===== config.mk =====
export PLATFORM = sky130hd
export DESIGN_NAME = a0_trace_fifo_flat
export DESIGN_NICKNAME = d
export VERILOG_FILES = /design/src/rtl/a0_trace_fifo_if.sv /design/src/rtl/a0_trace_fifo.sv /design/src/flat_wrapper.sv
export SDC_FILE = /design/constraint.sdc
export NUM_CORES = 1
export LEC_CHECK = 0
export CORE_MARGIN = 5
export CORE_UTILIZATION = 61
export DETAILED_ROUTE_END_ITERATION = 6
export PLACE_DENSITY_LB_ADDON = 0.05
export SYNTH_ARGS = -nofsm -noshare
export SYNTH_HDL_FRONTEND = slang
export SYNTH_SLANG_ARGS = --single-unit

===== constraint.sdc =====
create_clock -name clk -period 5.3 [get_ports clk]
set_clock_uncertainty 0.1 [all_clocks]
set_input_delay 1.325 -clock clk [delete_from_list [all_inputs] [get_ports clk]]
set_output_delay 1.325 -clock clk [all_outputs]
set_load 0.02 [all_outputs]

===== src/rtl/a0_trace_fifo_if.sv =====
// Bus between the a0 trace FIFO and its environment: capture side (a0/en) and
// the show-ahead valid/ready drain side plus status.
interface a0_trace_fifo_if #(
  parameter int DW    = 32,
  parameter int DEPTH = 16
);
  localparam int AW = $clog2(DEPTH);

  logic [DW-1:0] a0_i;
  logic          en_i;
  logic          out_ready_i;
  logic          out_valid_o;
  logic [DW-1:0] out_data_o;
  logic [AW:0]   count_o;
  logic          overflow_o;

  modport slave (
    input  a0_i, en_i, out_ready_i,
    output out_valid_o, out_data_o, count_o, overflow_o
  );

  modport master (
    output a0_i, en_i, out_ready_i,
    input  out_valid_o, out_data_o, count_o, overflow_o
  );
endinterface


===== src/rtl/a0_trace_fifo.sv =====
// Records every change of the CPU a0 register while enabled into a show-ahead
// FIFO; captures arriving on a full FIFO are dropped and flagged stickily.
module a0_trace_fifo #(
  parameter int DW    = 32,
  parameter int DEPTH = 16
) (
  input logic            clk,
  input logic            rst,
  a0_trace_fifo_if.slave bus
);
  localparam int AW = $clog2(DEPTH);
  localparam int CW = AW + 1;
  localparam logic [CW-1:0] FULL_C = CW'(DEPTH);

  logic [DW-1:0] mem_q [DEPTH];
  logic [AW-1:0] wr_ptr_q, wr_ptr_d;
  logic [AW-1:0] rd_ptr_q, rd_ptr_d;
  logic [CW-1:0] count_q, count_d;
  logic          overflow_q, overflow_d;
  logic [DW-1:0] last_q, last_d;
  logic          primed_q, primed_d;

  logic req, pop, push, full, drop;

  // last_q tracks the most recent requested value even when the entry is dropped,
  // so a full FIFO does not cause the same value to be re-requested every cycle.
  always_comb begin
    req  = bus.en_i & (!primed_q | (bus.a0_i != last_q));
    pop  = (count_q != '0) & bus.out_ready_i;
    full = (count_q == FULL_C);
    push = req & (!full | pop);
    drop = req & full & !pop;

    wr_ptr_d   = wr_ptr_q;
    rd_ptr_d   = rd_ptr_q;
    count_d    = count_q;
    overflow_d = overflow_q;
    last_d     = last_q;
    primed_d   = primed_q;

    if (push) wr_ptr_d = wr_ptr_q + 1'b1;
    if (pop)  rd_ptr_d = rd_ptr_q + 1'b1;

    case ({push, pop})
      2'b10:   count_d = count_q + 1'b1;
      2'b01:   count_d = count_q - 1'b1;
      default: count_d = count_q;
    endcase

    if (drop) overflow_d = 1'b1;

    if (req) begin
      last_d   = bus.a0_i;
      primed_d = 1'b1;
    end
  end

  always_ff @(posedge clk) begin
    if (rst) begin
      wr_ptr_q   <= '0;
      rd_ptr_q   <= '0;
      count_q    <= '0;
      overflow_q <= 1'b0;
      last_q     <= '0;
      primed_q   <= 1'b0;
    end else begin
      wr_ptr_q   <= wr_ptr_d;
      rd_ptr_q   <= rd_ptr_d;
      count_q    <= count_d;
      overflow_q <= overflow_d;
      last_q     <= last_d;
      primed_q   <= primed_d;
    end
  end

  // Storage is intentionally not cleared on reset; only the pointers are.
  always_ff @(posedge clk) begin
    if (!rst && push) mem_q[wr_ptr_q] <= bus.a0_i;
  end

  assign bus.out_valid_o = (count_q != '0);
  assign bus.out_data_o  = mem_q[rd_ptr_q];
  assign bus.count_o     = count_q;
  assign bus.overflow_o  = overflow_q;
endmodule


===== src/flat_wrapper.sv =====
// flat-port wrapper written by rule: the top's interface ports become plain ports
module a0_trace_fifo_flat 
#(
  parameter int DW    = 32,
  parameter int DEPTH = 16
)
  (clk, rst, bus_a0_i, bus_en_i, bus_out_ready_i, bus_out_valid_o, bus_out_data_o, bus_count_o, bus_overflow_o);
  a0_trace_fifo_if #(.DW(DW), .DEPTH(DEPTH)) bus_i ();
  input logic clk;
  input logic rst;
  input wire logic [$bits(bus_i.a0_i)-1:0] bus_a0_i;
  input wire logic [$bits(bus_i.en_i)-1:0] bus_en_i;
  input wire logic [$bits(bus_i.out_ready_i)-1:0] bus_out_ready_i;
  output wire logic [$bits(bus_i.out_valid_o)-1:0] bus_out_valid_o;
  output wire logic [$bits(bus_i.out_data_o)-1:0] bus_out_data_o;
  output wire logic [$bits(bus_i.count_o)-1:0] bus_count_o;
  output wire logic [$bits(bus_i.overflow_o)-1:0] bus_overflow_o;
  assign bus_i.a0_i = bus_a0_i;
  assign bus_i.en_i = bus_en_i;
  assign bus_i.out_ready_i = bus_out_ready_i;
  assign bus_out_valid_o = bus_i.out_valid_o;
  assign bus_out_data_o = bus_i.out_data_o;
  assign bus_count_o = bus_i.count_o;
  assign bus_overflow_o = bus_i.overflow_o;
  a0_trace_fifo #(.DW(DW), .DEPTH(DEPTH)) u_core (.clk(clk), .rst(rst), .bus(bus_i));
endmodule

==> impl_results.md <==
- Hold Slack: 0.368 ns
- Yosys warning count: 0
- Mapped Area: 21600 µm²
- Cell variety after synth: 37
- Buffer and inverter count on the worst path: 2
- Arrival time worst endpoint: 3.37 ns
- H-tree depth: 2
- Yosys top cell area share: 71.3%
- Metal3 WL: 3.59 mm
- Xor and xnor area share after synthesis: 1.63%
- Die span in y: 198 µm
- Worst-margin pin slew: 1.02 ns
- Grt total ovfl: 0
- Antenna cells: 0
- Rel. slew slack: 31.6%
- Synthesis-to-layout area growth: 18.0%
- Avg Cell Area, Syn: 21.5 µm²
- Synth cell count leaders: 512 x edfxtp_1, 160 x mux4_2, 68 x nand2_1, 51 x dfxtp_1, 35 x nor2_1
- Post-Place Cells: 1562
- CP peak stage delay: 0.84 ns
- Critical Path Source Type: register
- First-pass GRT wire length: 71.8 mm
- CP cell instances: buf_4 > mux4_2 > mux4_2 > clkdlybuf4s50_1
- Vias per cell: 6.37
- Fin crit share: 90.5%
- All-Layer GR Usage: 25.3%
- IO Pins: 75
- Top Layer Used: met5
- Fin Setup TNS: 0 ns
- Post-synthesis simple-gate area fraction: 2.57%
- Final Hold Viols: 0
- Max-Cap Viols: 0
- Crit path max-delay family: multiplexers
- DRT Wirelength: 48.0 mm
- Mapped Nets: 1048
- Power Density: 430 nW/µm²
- Yosys top cell by area: edfxtp_1
- Async SR Flop Fraction: 0%
- Routed Antenna Nets: 0
- Synth Area in Compound Gates: 1.09%
- Share of layout cells above drive strength 1: 28.0%
- Num rows: 68
- Clock buffer count from CTS: 54
- Crit-path max FO: 32
- Power, Total: 10900 µW
- Clock sinks: 563
- Worst setup EP type: output port
- Leak Pwr: 0.00802 µW
- Most frequent cell after synthesis: edfxtp_1
- Hold Path Depth: 2
- Synth Area in Adders: 0.557%
- Crit path kind: reg2out
- Cells after Synth: 1003
- DRC errors left: 0
- Total Nets Final: 1208
- EDFF count, synth: 512
- CP Depth: 4
- Final setup violation count: 0
- Reg2reg start: u_core.last_q[14]
- Max-slew violation count: 0
- CORE AREA: 34700 µm²
- Largest net degree at the start of global routing: 46
- Setup bufs post-CTS: 0
- Reg clk slew, reported paths: 0.06 ns
- Met2 routed WL: 23.9 mm
- DP Wirelength: 28.1 mm
- Critical Path RT: 3.88 ns
- Root Buffer: clkbuf_16
- Die area: 39200 µm²
- R2R depth: 13
- DRT iter0 DRCs: 1130
- Synth area leaders: edfxtp_1 71%, mux4_2 17%, dfxtp_1 4.7%
- Worst IR drop on VDD: 0.000387 V
- Gates resized, CTS repair: 0
- Min-delay src: u_core.last_q[27]
- Synth Flop Type: edfxtp_1
- Register area share after synthesis: 76.1%
- Seq cells post-synth: 563
- Initial antenna violation count: 2
- Min-delay worst type: reg2reg
- Worst path most repeated cell: mux4_2
- Cell Count, Final, Fillers Out: 1664
- TritonCTS clock tree: done
- Initial Util: 62.1%
- R2R setup slack: 1.81 ns
- Mux cell area share after synthesis: 17.2%
- RePlAce Congestion: 0.790
- Post-layout min period: 4.80 ns
- Worst-Skew Late Latency: 0.59 ns
- Largest family of logic cells by synthesized area: multiplexers
- Post-DR wirelength/cell: 28.9 µm
- M1 WL: 19.5 mm
- CTS Buffer Depth: 3
- Routed vias: 10600
- PortBufs: 74
- Max Fclk: 208 MHz
- Slowest CP cell: dfxtp_4
- Status: completed
- Cts hold-fix bufs: 0
- Finished Core Util: 73.3%
- TritonRoute pass-1 iters: 7
- Vias in the first global route: 11000
- RSZ-0062 raised after global routing: false
- Die W: 198 µm
## report_power, final
group	switching, µW	total, µW	internal [µW]
registers	146	5080	4930
logic	940	2100	1160
clock network	1560	3760	2200
## state kept, by name (all words and copies together) (netlist names), named ones only
signal                 flops
u_core.mem_q             512
u_core.last_q             32
u_core.bus.count_o         5
u_core.rd_ptr_q            4
u_core.wr_ptr_q            4
u_core.bus.overflow_o      1
u_core.primed_q            1
## metrics by stage
step | worst slack (ns) | instance area (µm²)
4_1_cts | 0.410 | 25400
3_5_place_dp | 0.291 | 23700
6_report | 0.501 | 25400
5_1_grt | 0.326 | 25400
2_1_floorplan | 1.07 | 21600
3_3_place_gp | 0.367 | 23700
## per-layer routing
| metal | vias up | global-route usage, % |
|---|---|---|
| li1 | 4450 | - |
| met1 | 5567 | 37.3 |
| met2 | 495 | 40.9 |
| met3 | 76 | 4.07 |
| met4 | 6 | 5.99 |
| met5 | - | 0.988 |
## worst register-to-register path: cells and delay by family (launching register included)
kind	cells	cell delay [ns]
compound gates	3	0.55
flops	1	0.33
simple gates	6	1.53
xor+xnor	1	0.37
buf+inv	2	0.16
fa+ha+maj	1	0.40
## final timing paths
kind | to
worst max-delay path | bus_out_data_o[14]
worst min-delay path | u_core.last_q[27]
worst max register to register | u_core.bus.count_o[4]
worst min register to register | u_core.last_q[27]
## cells in the final DEF (no fill, tap or decap), drive strengths merged, types with 6 or more instances in the layout
| cell type | n |
|---|---|
| a21oi | 33 |
| buf | 79 |
| clkbuf | 89 |
| clkdlybuf4s50 | 73 |
| clkinv | 10 |
| dfxtp | 51 |
| edfxtp | 512 |
| ha | 8 |
| inv | 6 |
| mux2i | 7 |
| mux4 | 160 |
| nand2 | 68 |
| nor2 | 35 |
| xnor2 | 19 |
| xor2 | 21 |
## cells by family after synthesis
logic type	after synthesis
DFF	563
xor gates and xnor gates	40
muxes	168
buffers and inverters	54
and+or+nand+nor	129
adders and majority gates	9
AOI/OAI and AO/OA	40
## final cells by class
class                           instances  area [µm²]
Clock buffer                           89        1640
Clock inverter                         13         113
Fill cell                            2013        9270
Inverter                                6        22.5
Multi-Input combinational cell        386        5080
Sequential cell                       563       16400
Tap cell                              455         569
Timing Repair Buffer                  152        1620
Power figures use the tool's default switching activity.
